File: config.mk
export PLATFORM = sky130hd
export DESIGN_NAME = rad_cdc_mcp_amcp_send
export DESIGN_NICKNAME = d
export VERILOG_FILES = /design/src/rtl/rad_cdc_mcp_pkg.sv /design/src/rtl/rad_cdc_mcp_asend_fsm.sv /design/src/rtl/rad_cdc_mcp_amcp_send.sv
export SDC_FILE = /design/constraint.sdc
export NUM_CORES = 1
export LEC_CHECK = 0
export CORE_MARGIN = 4
export CORE_UTILIZATION = 44
export DETAILED_ROUTE_END_ITERATION = 8
export HOLD_SLACK_MARGIN = 0.15
export PLACE_DENSITY = 0.73
export SYNTH_ARGS = -nofsm -noshare
export SYNTH_HDL_FRONTEND = slang
export SYNTH_SLANG_ARGS = --single-unit
File: constraint.sdc
create_clock -name aclk -period 1.5 [get_ports aclk]
set_input_delay 0.3 -clock aclk [delete_from_list [all_inputs] [get_ports aclk]]
set_output_delay 0.3 -clock aclk [all_outputs]
set_load 0.02 [all_outputs]
File: src/rtl/rad_cdc_mcp_pkg.sv
// Shared definitions for the multi-cycle-path (MCP) CDC sender.
// Holds the READY/BUSY state type and the toggle-to-pulse helper.
package rad_cdc_mcp_pkg;

    typedef enum logic [0:0] {
        READY = 1'b0,
        BUSY  = 1'b1
    } send_state_e;

    // A toggle handshake signals an event on either edge of the level.
    function automatic logic toggle_seen(input logic level_now, input logic level_prev);
        return level_now ^ level_prev;
    endfunction

endpackage

File: src/rtl/rad_cdc_mcp_asend_fsm.sv
// READY/BUSY controller for the MCP sender, with busy-cycle watchdog counter
// and sticky timeout / spurious-ack flags.
module rad_cdc_mcp_asend_fsm
    import rad_cdc_mcp_pkg::*;
#(
    parameter int TIMEOUT_CYCLES = 1024
) (
    input  logic clk,
    input  logic rst,
    input  logic send,
    input  logic ack,
    output logic ready,
    output logic accept,
    output logic timeout,
    output logic spurious
);

    localparam int CW = $clog2(TIMEOUT_CYCLES + 1);
    localparam logic [CW-1:0] CNT_MAX = CW'(TIMEOUT_CYCLES);
    localparam logic [CW-1:0] CNT_PRE = CW'(TIMEOUT_CYCLES - 1);

    send_state_e   state;
    logic [CW-1:0] busy_cnt;

    assign ready  = (state == READY);
    assign accept = send && ready;

    // State, watchdog counter and sticky flags; the flag sets on the edge the counter reaches the limit.
    always_ff @(posedge clk) begin
        if (rst) begin
            state    <= READY;
            busy_cnt <= '0;
            timeout  <= 1'b0;
            spurious <= 1'b0;
        end else begin
            case (state)
                READY: begin
                    if (ack) begin
                        spurious <= 1'b1;
                    end
                    if (send) begin
                        state    <= BUSY;
                        busy_cnt <= '0;
                    end
                end
                BUSY: begin
                    if (busy_cnt != CNT_MAX) begin
                        busy_cnt <= busy_cnt + CW'(1);
                    end
                    if (busy_cnt >= CNT_PRE) begin
                        timeout <= 1'b1;
                    end
                    // A request arriving with the ack is dropped, not accepted.
                    if (ack) begin
                        state <= READY;
                    end
                end
                default: begin
                    state <= READY;
                end
            endcase
        end
    end

endmodule

File: src/rtl/rad_cdc_mcp_amcp_send.sv
// Sending side of an MCP formulation CDC with toggle-based enable and ack.
// Holds the data bus, the enable toggle and the ack edge detector.
module rad_cdc_mcp_amcp_send
    import rad_cdc_mcp_pkg::*;
#(
    parameter int WIDTH          = 8,
    parameter int TIMEOUT_CYCLES = 1024
) (
    input  logic             aclk,
    input  logic             arst,
    input  logic [WIDTH-1:0] adatain,
    input  logic             asend,
    output logic             aready,
    output logic [WIDTH-1:0] adata,
    output logic             a_en,
    input  logic             aq2_ack,
    output logic             a_timeout,
    output logic             a_spurious
);

    logic ack_q;
    logic a_ack;
    logic accept;

    assign a_ack = toggle_seen(aq2_ack, ack_q);

    rad_cdc_mcp_asend_fsm #(
        .TIMEOUT_CYCLES(TIMEOUT_CYCLES)
    ) u_fsm (
        .clk      (aclk),
        .rst      (arst),
        .send     (asend),
        .ack      (a_ack),
        .ready    (aready),
        .accept   (accept),
        .timeout  (a_timeout),
        .spurious (a_spurious)
    );

    // Data is only captured on acceptance so it stays stable for the whole transfer and after.
    always_ff @(posedge aclk) begin
        if (arst) begin
            adata <= '0;
            a_en  <= 1'b0;
            ack_q <= 1'b0;
        end else begin
            ack_q <= aq2_ack;
            if (accept) begin
                adata <= adatain;
                a_en  <= ~a_en;
            end else begin
                adata <= adata;
                a_en  <= a_en;
            end
        end
    end

endmodule

==> out/metrics.cfg, run 1 <==
[critical_path]
path_class = register to register
endpoint_kind = register
crit_arrival_ns = 1.83
start_kind = register
worstPathMaxFanout = 5
required_ns = 1.76

[timing]
finClkSkew_ns = 0.000964
final_max_slew_viol_count = 0
finalSetupTns_ns = -0.263
max_freq_mhz = 634
setup_viol = 6
period_share_pct = 105
rsz0062_at_grt = true
fin_crit_ns = 1.58
maxSlewHeadroom_pct = 71.8
worst_pin_slew_ns = 0.422
hold_ws_ns = 0.469
setup_slack_ns = -0.0763
hold_viol_final = 0

[floorplanning]
fp-row-count = 18
ios = 24
start_util_pct = 45.8
dieArea_um2 = 3430
die_y_um = 58.6
core_um2 = 2450
die_w_um = 58.6

[routing]
wl_per_cell_um = 14.6
viasPerCell = 5.40
wirelength_mm = 3.09
antenna_left = 0
drcViolationCount = 0
dr.first_iter.drc_count = 31
num_vias = 1144
firstDrtPassIters = 4

[clock_network]
ctsRootBufferMaster = clkbuf_4
cts_tree = built
insertion_delay_ns = 0.31
cts_hold_repair.buffers = 0
ctsLongestPathBuffers = 2
path_clk_slew_ns = 0.13
numCtsBuffers = 3
htree_num_levels = 1
cts.sinks = 24

[placed_design]
io_buffers = 23
place_area_um2 = 1540
dp_hpwl_mm = 2.22
routabilityCongestion = 0.808
dp_cells = 202

[power]
p_sw_share_pct = 24.5
switching_power_uw = 341
power_density_nw_per_um2 = 806
p_seq_share_pct = 48.5
peakVddDrop_uv = 632
p_int_mw = 1.05
p_leak_nw = 0.714
comb_power_share_pct = 18.2
pwr-share-clk_pct = 33.2

[global_route]
use_met1_pct = 22.5
use_met2_pct = 33.7
grt_pass1_vias = 1154
overflow = 0
grt_pass1_wl_mm = 5.04
busiest_layer = met2
gr-usage-met3_pct = 2.85
antenna_found_initial = 0
grt_use_total_pct = 18.8
grt_max_degree = 15

[synth]
synthFlopType = dfxtp_1
synthDistinctLibCells = 38
ys_warn_count = 0
synth_seq_cells = 24
synth_nets = 145
syn_inst = 131
syn_area_um2 = 1120
syn_area_per_cell_um2 = 8.59
synth_edf_count = 0
yosysSeqAreaShare_pct = 42.7
synthArstFlopShare_pct = 0

[layout]
final_area_um2 = 1730
final_nets = 197
multi_input_area_um2 = 679
final_cells = 212
regArea_um2 = 489
fillers = 193
n_antenna_cell = 0
syn2layout_area_growth_pct = 53.7
drive_gt1_share_pct = 32.4

[run_status]
status = finished, violations left
violations = setup timing

[worst_hold_path]
hold_class = register to register

[flow_run]
cap_violations = 0

## flip-flops by register name, indices dropped and copies added (netlist names)
register,cells
adata,8
u_fsm.state,1
u_fsm.spurious,1
a_en,1
u_fsm.timeout,1
u_fsm.busy_cnt,11
ack_q,1
## cell families (layout without fill, tap and decap cells)
kind of cell               count (synthesis)  count (layout)  share of synthesized area, %
DFF                                       24              24                          42.7
and+or+nand+nor                           65              65                          32.0
xor gates and xnor gates                   4               4                          3.12
AOI/OAI and AO/OA                         24              24                          14.5
muxes                                      1               1                         0.890
adders and majority gates                  2               2                          2.22
buffers and inverters                     11              62                          4.56
## what timing repair did
action | 4_1_cts | 5_1_grt
resized for setup | 29 | 13
endpoints found under the setup margin | 18 | 10
setup buffers | 4 | 2
pin swaps | 7 | 7
## cell usage in the layout (no fill, tap or decap), drive strengths merged, types with 2 or more instances in the layout
cell	count
inv	4
and4	2
nor3	3
nor2	10
nand4	3
and3	2
nand2	25
clkdlybuf4s50	11
nor2b	4
ha	2
a21oi	12
nand3	3
xnor2	2
clkbuf	4
dlygate4sd2	11
or3	2
buf	31
a31oi	3
dfxtp	24
a311oi	2
nand2b	3
xor2	2
## worst max-delay path, stage by stage, from the launching register on
cell and delay, ns:
dfxtp_2 0.36, nor4_4 0.37, a31oi_4 0.17, buf_6 0.16
or3_4 0.36, a21oi_2 0.11
## area by class of cell
class                      instances  share of cell area [%]
inverter                           4                   0.868
clock inverter                     1                    1.74
tap                               30                    2.17
multi-input combinational         96                    39.3
timing repair buffer              54                    26.3
sequential                        24                    28.3
clock buffer                       3                    1.30
## layer usage
metal | routed length (µm) | part of all wire (%) | vias up
li1 | - | - | 563
met1 | 1290 | 42 | 550
met2 | 1670 | 54 | 27
met3 | 98 | 3.2 | 4
met4 | 35 | 1.1 | 0
met5 | 0 | 0 | -
## power groups by stage
stage | registers, mW | clock network (mW) | logic [mW]
after detailed placement | 0.691 | 0 | 0.237
final | 0.676 | 0.463 | 0.254
after floorplan | 0.714 | 0 | 0.0932
after CTS | 0.677 | 0.470 | 0.240
after global placement | 0.689 | 0 | 0.230
after global routing | 0.680 | 0.494 | 0.277
## synth_stat cells (all sizes together), types with 3 or more instances
library cell	number	area share, %
nand3	3	1.3
a31oi	3	2.2
nand2	25	8.3
inv	4	1.3
a21oi	12	5.3
dfxtp	24	43
buf	3	1.9
nand4	3	1.7
nor2b	4	2.2
nor3	3	1.3
nand2b	3	1.7
nor2	10	3.3
clkbuf	4	1.3
## path summary, 6_finish.rpt
kind	from	to	depth (start not counted)	slack, ns
setup reg to reg	u_fsm.busy_cnt[6]$_SDFFE_PP0P_	u_fsm.busy_cnt[1]$_SDFFE_PP0P_	5	-0.08
hold reg to reg	adata[1]$_SDFFE_PP0P_	adata[1]$_SDFFE_PP0P_	2	0.47
hold / removal	adata[1]$_SDFFE_PP0P_	adata[1]$_SDFFE_PP0P_	2	0.47
setup / recovery	u_fsm.busy_cnt[6]$_SDFFE_PP0P_	u_fsm.busy_cnt[1]$_SDFFE_PP0P_	5	-0.08
## through the flow
step	utilization, %	power (mW)	setup WS [ns]
floorplan	-	0.807	0.00221
global placement	62.9	0.919	-0.113
detailed placement	62.9	0.928	-0.152
CTS	68.0	1.39	-0.0552
global route	70.4	1.45	-0.169
finish	70.4	1.39	-0.0763
No activity file was read; power rests on OpenSTA's default activity.
==> run 2, diff against run 1 <==
--- a/config.mk
+++ b/config.mk
@@ -5,7 +5,8 @@
 export SDC_FILE = /design/constraint.sdc
 export NUM_CORES = 1
 export LEC_CHECK = 0
-export CORE_MARGIN = 4
+export CAP_MARGIN = 10
+export CORE_ASPECT_RATIO = 1.1
 export CORE_UTILIZATION = 44
 export DETAILED_ROUTE_END_ITERATION = 8
 export HOLD_SLACK_MARGIN = 0.15
==> out/metrics.cfg, run 2 (synthesized netlist as in run 1, its figures left out) <==
[run_status]
status = finished, violations left  ; unchanged
violations = setup timing  ; unchanged

[global_route]
grt_pass1_vias = 1149  ; was 1154
grt_pass1_wl_mm = 4.95  ; was 5.04 mm
grt_max_degree = 14  ; was 15
overflow = 0  ; unchanged
antenna_found_initial = 0  ; unchanged
grt_use_total_pct = 24.4  ; was 18.8%

[timing]
max_freq_mhz = 645  ; was 634 MHz
setup_slack_ns = -0.0510  ; was -0.0763 ns
hold_viol_final = 0  ; unchanged
setup_viol = 5  ; was 6
worst_pin_slew_ns = 0.387  ; was 0.422 ns
fin_crit_ns = 1.55  ; was 1.58 ns
period_share_pct = 103  ; was 105%
rsz0062_at_grt = true  ; unchanged
maxSlewHeadroom_pct = 74.2  ; was 71.8%
final_max_slew_viol_count = 0  ; unchanged
hold_ws_ns = 0.465  ; was 0.469 ns
finClkSkew_ns = 0.00602  ; was 0.000964 ns

[layout]
final_cell_mix = buf_4 (28), nand2_1 (25), dfxtp_1 (17), a21oi_1 (12)  ; was buf_4 (28), nand2_1 (24), dfxtp_1 (17)
utilization_pct = 71.7  ; was 70.4%
n_antenna_cell = 0  ; unchanged
final_nets = 195  ; was 197
largest_registers = u_fsm.busy_cnt (11), adata (8)  ; unchanged
largest_reg_flops = 11  ; unchanged
syn2layout_area_growth_pct = 47.8  ; was 53.7%
largest-register = u_fsm.busy_cnt  ; unchanged
layout_commonest_cell = buf_4  ; unchanged
drive_gt1_share_pct = 28.3  ; was 32.4%

[routing]
wl_per_cell_um = 14.3  ; was 14.6 µm
drcViolationCount = 0  ; unchanged
antenna_left = 0  ; unchanged
firstDrtPassIters = 4  ; unchanged
num_vias = 1140  ; was 1144
viasPerCell = 5.43  ; was 5.40
wirelength_mm = 3.00  ; was 3.09 mm
dr.first_iter.drc_count = 31  ; unchanged

[clock_network]
cts_tree = built  ; unchanged
path_clk_slew_ns = 0.14  ; was 0.13 ns
ctsLongestPathBuffers = 2  ; unchanged
htree_num_levels = 1  ; unchanged
ctsRootBufferMaster = clkbuf_4  ; unchanged
numCtsBuffers = 3  ; unchanged
insertion_delay_ns = 0.32  ; was 0.31 ns
cts_hold_repair.buffers = 0  ; unchanged
cts.sinks = 24  ; unchanged

[power]
p_int_uw = 927  ; was 1.05 mW
p_seq_share_pct = 53.3  ; was 48.5%
peakVddDrop_uv = 569  ; was 632 µV
power_density_nw_per_um2 = 762  ; was 806 nW/µm²
pwr-share-clk_pct = 27.4  ; was 33.2%
comb_power_share_pct = 19.2  ; was 18.2%
p_leak_nw = 0.687  ; was 0.714 nW
p_sw_share_pct = 26.8  ; was 24.5%
switching_power_uw = 339  ; was 341 µW

[floorplanning]
fp-row-count = 18  ; unchanged
ios = 24  ; unchanged
die_y_um = 55.0  ; was 58.6 µm
start_util_pct = 48.5  ; was 45.8%
die_w_um = 50.2  ; was 58.6 µm
dieArea_um2 = 2760  ; was 3430 µm²
core_um2 = 2320  ; was 2450 µm²

[critical_path]
endpoint_kind = register  ; unchanged
crit_arrival_ns = 1.81  ; was 1.83 ns
cpPeakStageDelay_ns = 0.36  ; was 0.37 ns
worstPathMaxFanout = 7  ; was 5
crit_slowest_cell = dfxtp_2  ; was nor4_4
crit_chain = nor4_4 > a31oi_4 > buf_6 > or3_1 > a21oi_1  ; was nor4_4 > a31oi_4 > buf_6 > or3_4 > a21oi_2
required_ns = 1.76  ; about the same
start_kind = register  ; unchanged
path_class = register to register  ; unchanged

[placed_design]
routabilityCongestion = 0.880  ; was 0.808
dp_hpwl_mm = 2.20  ; was 2.22 mm
io_buffers = 23  ; unchanged

[flow_run]
cap_violations = 0  ; unchanged

[worst_hold_path]
hold_class = register to register  ; unchanged

[run 2: cell count changes in the layout (fill, tap and decap cells not counted), sizes merged]
cell,before,now
buf,31,29
bufinv,1,0
clkbuf,4,5
[run 2: layout make-up]
cell class,count,area (µm²)
multi-input combinational,96,652
tap,30,37.5
timing repair buffer,52,433
sequential,24,489
fill,186,657
clock buffer,4,36.3
inverter,4,15.0
[run 2: power groups by stage]
stage / Sequential [mW] / Combinational [mW] / Clock [mW]
final: 0.676 / 0.244 / 0.347
after global routing: 0.679 / 0.265 / 0.377
after global placement: 0.689 / 0.236 / 0
after detailed placement: 0.691 / 0.241 / 0
after CTS: 0.676 / 0.244 / 0.354
after floorplan: 0.714 / 0.0932 / 0
[run 2: stage by stage]
stage	worst slack [ns]	setup TNS (ns)	area (µm²)	instances	power [mW]
floorplan	0.00221	0	1120	131	0.807
global placement	-0.0650	-0.213	1560	204	0.925
detailed placement	-0.135	-0.808	1560	204	0.931
CTS	-0.0418	-0.0899	1660	210	1.27
global route	-0.126	-0.594	1660	210	1.32
finish	-0.0510	-0.123	1660	210	1.27
[run 2: final timing paths]
kind | startpoint | endpoint | slack [ns] | depth (start not counted)
hold / removal | adata[4]$_SDFFE_PP0P_ | adata[4]$_SDFFE_PP0P_ | 0.47 | 2
setup reg to reg | u_fsm.busy_cnt[9]$_SDFFE_PP0P_ | u_fsm.busy_cnt[1]$_SDFFE_PP0P_ | -0.05 | 5
setup / recovery | u_fsm.busy_cnt[9]$_SDFFE_PP0P_ | u_fsm.busy_cnt[1]$_SDFFE_PP0P_ | -0.05 | 5
hold reg to reg | adata[4]$_SDFFE_PP0P_ | adata[4]$_SDFFE_PP0P_ | 0.47 | 2
[run 2: repair_timing]
item / CTS / global route
endpoints found under the hold margin: 0 / 0
setup endpoints to repair: 18 / 10
setup buffers: 2 / 0
resized for setup: 27 / 6
pin swaps: 7 / 2
[run 2: metal layers]
metal / vias to the layer above / GRT usage (%) / wire length, µm
met2: 30 / 48.7 / 1630
met5: - / 0 / 0
met3: 4 / 4.37 / 103
met4: 0 / 13.3 / 21
met1: 543 / 24.3 / 1240
li1: 563 / - / -
[run 2: worst max-delay path, delay by kind of cell (launching register included)]
family          cells  cell delay (ns)
simple gates        2             0.70
compound gates      2             0.27
buf+inv             1             0.17
flops               1             0.36
==> run 3, diff against run 2 <==
--- a/config.mk
+++ b/config.mk
@@ -6,11 +6,14 @@
 export NUM_CORES = 1
 export LEC_CHECK = 0
 export CAP_MARGIN = 10
+export CELL_PAD_IN_SITES_DETAIL_PLACEMENT = 1
+export CELL_PAD_IN_SITES_GLOBAL_PLACEMENT = 2
 export CORE_ASPECT_RATIO = 1.1
-export CORE_UTILIZATION = 44
+export CORE_UTILIZATION = 29
 export DETAILED_ROUTE_END_ITERATION = 8
 export HOLD_SLACK_MARGIN = 0.15
-export PLACE_DENSITY = 0.73
+export PLACE_DENSITY_LB_ADDON = 0.1
 export SYNTH_ARGS = -nofsm -noshare
 export SYNTH_HDL_FRONTEND = slang
 export SYNTH_SLANG_ARGS = --single-unit
+export TNS_END_PERCENT = 1
==> constraint.sdc (replaced) <==
create_clock -name aclk -period 1.43 [get_ports aclk]
set_input_delay 0.286 -clock aclk [delete_from_list [all_inputs] [get_ports aclk]]
set_output_delay 0.286 -clock aclk [all_outputs]
set_load 0.02 [all_outputs]
==> out/metrics.cfg, run 3 (synthesized netlist as in run 1, its figures left out) <==
[run_status]
status = finished, violations left  ; unchanged
violations = setup timing  ; unchanged

[critical_path]
critPathTopFamily = simple AND/OR/NAND/NOR gates  ; unchanged
crit_arrival_ns = 1.80  ; was 1.81 ns
crit_slowest_cell = dfxtp_4  ; was dfxtp_2
endpoint_kind = register  ; unchanged
rr_worst_depth = 6  ; was 5
cpPeakStageDelay_ns = 0.40  ; was 0.36 ns
crit_chain = inv_2 > ha_4 > nor2b_4 > a31oi_4 > or3b_1 > a31oi_1  ; was nor4_4 > a31oi_4 > buf_6 > or3_1 > a21oi_1
start_kind = register  ; unchanged
crit_buf_inv = 1  ; unchanged
path_depth = 6  ; was 5
worstPathMaxFanout = 8  ; was 7
required_ns = 1.63  ; was 1.76 ns
path_class = register to register  ; unchanged

[timing]
rsz0062_at_grt = true  ; unchanged
setup_viol = 9  ; was 5
setup_slack_ns = -0.172  ; was -0.0510 ns
hold_viol_final = 0  ; unchanged
worst_pin_slew_ns = 0.332  ; was 0.387 ns
finClkSkew_ns = 0.00979  ; was 0.00602 ns
period_share_pct = 112  ; was 103%
maxSlewHeadroom_pct = 77.7  ; was 74.2%
hold_ws_ns = 0.454  ; was 0.465 ns
final_max_slew_viol_count = 0  ; unchanged
fin_crit_ns = 1.60  ; was 1.55 ns
max_freq_mhz = 624  ; was 645 MHz

[floorplanning]
fp-row-count = 23  ; was 18
start_util_pct = 30.5  ; was 48.5%
dieArea_um2 = 4130  ; was 2760 µm²
die_w_um = 61.4  ; was 50.2 µm
ios = 24  ; unchanged
die_y_um = 67.3  ; was 55.0 µm
core_um2 = 3680  ; was 2320 µm²

[placed_design]
dp_cells = 229  ; was 204
io_buffers = 23  ; unchanged
dp_hpwl_mm = 2.70  ; was 2.20 mm
routabilityCongestion = 0.813  ; was 0.880
place_area_um2 = 1660  ; was 1560 µm²

[global_route]
overflow = 0  ; unchanged
grt_pass1_vias = 1226  ; was 1149
grt_use_total_pct = 18.5  ; was 24.4%
grt_max_degree = 14  ; unchanged
antenna_found_initial = 0  ; unchanged
grt_pass1_wl_mm = 5.59  ; was 4.95 mm

[clock_network]
cts_tree = built  ; unchanged
path_clk_slew_ns = 0.09  ; was 0.14 ns
insertion_delay_ns = 0.27  ; was 0.32 ns
numCtsBuffers = 3  ; unchanged
htree_num_levels = 1  ; unchanged
ctsRootBufferMaster = clkbuf_8  ; was clkbuf_4
ctsLongestPathBuffers = 2  ; unchanged
cts_hold_repair.buffers = 0  ; unchanged
cts.sinks = 24  ; unchanged

[layout]
utilization_pct = 47.5  ; was 71.7%
syn2layout_area_growth_pct = 55.5  ; was 47.8%
final_cells = 234  ; was 210
largest_registers = u_fsm.busy_cnt (11), adata (8)  ; unchanged
largest_reg_flops = 11  ; unchanged
final_area_um2 = 1750  ; was 1660 µm²
final_nets = 199  ; was 195
largest-register = u_fsm.busy_cnt  ; unchanged
layout_commonest_cell = buf_4  ; unchanged
final_cell_mix = buf_4 (31), nand2_1 (25), dfxtp_1 (18), a21oi_1 (12)  ; was buf_4 (28), nand2_1 (25), dfxtp_1 (17), a21oi_1 (12)
n_antenna_cell = 0  ; unchanged
drive_gt1_share_pct = 29.3  ; was 28.3%
fillers = 469  ; was 186

[power]
peakVddDrop_uv = 381  ; was 569 µV
power_density_nw_per_um2 = 797  ; was 762 nW/µm²
p_leak_nw = 0.718  ; was 0.687 nW
switching_power_uw = 378  ; was 339 µW
comb_power_share_pct = 18.7  ; was 19.2%
total_power_mw = 1.39  ; was 1.27 mW
pwr-share-clk_pct = 30.4  ; was 27.4%
p_sw_share_pct = 27.1  ; was 26.8%
p_seq_share_pct = 50.9  ; was 53.3%
p_int_mw = 1.02  ; was 927 µW

[routing]
antenna_left = 0  ; unchanged
wl_per_cell_um = 14.8  ; was 14.3 µm
wirelength_mm = 3.46  ; was 3.00 mm
num_vias = 1144  ; was 1140
firstDrtPassIters = 4  ; unchanged
dr.first_iter.drc_count = 32  ; was 31
viasPerCell = 4.89  ; was 5.43
drcViolationCount = 0  ; unchanged

[worst_hold_path]
hold_class = register to register  ; unchanged
hold_depth = 2  ; unchanged

[flow_run]
cap_violations = 0  ; unchanged

[run 3: cell count changes in the layout (fill, tap and decap cells not counted), moves of 2 or more]
| cell | delta |
|---|---|
| clkbuf_8 | +2 |
| dfxtp_2 | -3 |
| clkbuf_4 | -3 |
| inv_2 | +2 |
| inv_1 | -2 |
| dfxtp_4 | +2 |
| buf_4 | +3 |
[run 3: repair_timing]
action / 4_1_cts / 5_1_grt
setup buffers: 0 / 1
pin swaps: 2 / 5
gates resized for setup: 18 / 6
endpoints found under the setup margin: 21 / 9
[run 3: final timing paths]
| kind | from | to | slack (ns) |
|---|---|---|---|
| max | u_fsm.busy_cnt[0]$_SDFFE_PP0P_ | u_fsm.busy_cnt[10]$_SDFFE_PP0P_ | -0.17 |
| min | adata[1]$_SDFFE_PP0P_ | adata[1]$_SDFFE_PP0P_ | 0.45 |
| max reg2reg | u_fsm.busy_cnt[0]$_SDFFE_PP0P_ | u_fsm.busy_cnt[10]$_SDFFE_PP0P_ | -0.17 |
| min reg2reg | adata[1]$_SDFFE_PP0P_ | adata[1]$_SDFFE_PP0P_ | 0.45 |
[run 3: worst min-delay path: stages, from the launching register on]
cell and delay (ns):
dfxtp_1 0.31, nand2_1 0.05, a21oi_1 0.05
[run 3: routing by layer]
metal	part of all wire (%)	up-vias	global-route usage, %
met3	2.8	2	3.45
met2	54	20	32.9
met5	0	-	0
met4	0.61	0	7.22
li1	-	567	-
met1	42	555	21.5
[run 3: power by group through the flow]
stage / logic (mW) / clock network (mW) / registers (mW)
2_1_floorplan: 0.104 / 0 / 0.748
3_3_place_gp: 0.263 / 0 / 0.724
3_5_place_dp: 0.271 / 0 / 0.726
4_1_cts: 0.259 / 0.464 / 0.710
5_1_grt: 0.287 / 0.467 / 0.713
6_report: 0.261 / 0.425 / 0.709
[run 3: layout make-up]
cell class | instances | area [µm²] | share of cell area [%]
repair buffers | 56 | 473 | 27.0
clock buffers | 4 | 45.0 | 2.58
inverters | 4 | 15.0 | 0.858
well taps | 50 | 62.6 | 3.58
flip-flops and latches | 24 | 493 | 28.2
multi-input cells | 96 | 661 | 37.8
[run 3: metrics by stage]
| step | setup TNS (ns) | worst slack, ns |
|---|---|---|
| after global placement | -0.991 | -0.141 |
| final | -1.09 | -0.172 |
| after CTS | -0.941 | -0.172 |
| after detailed placement | -1.49 | -0.221 |
| after floorplan | -0.0569 | -0.0289 |
| after global routing | -1.80 | -0.258 |
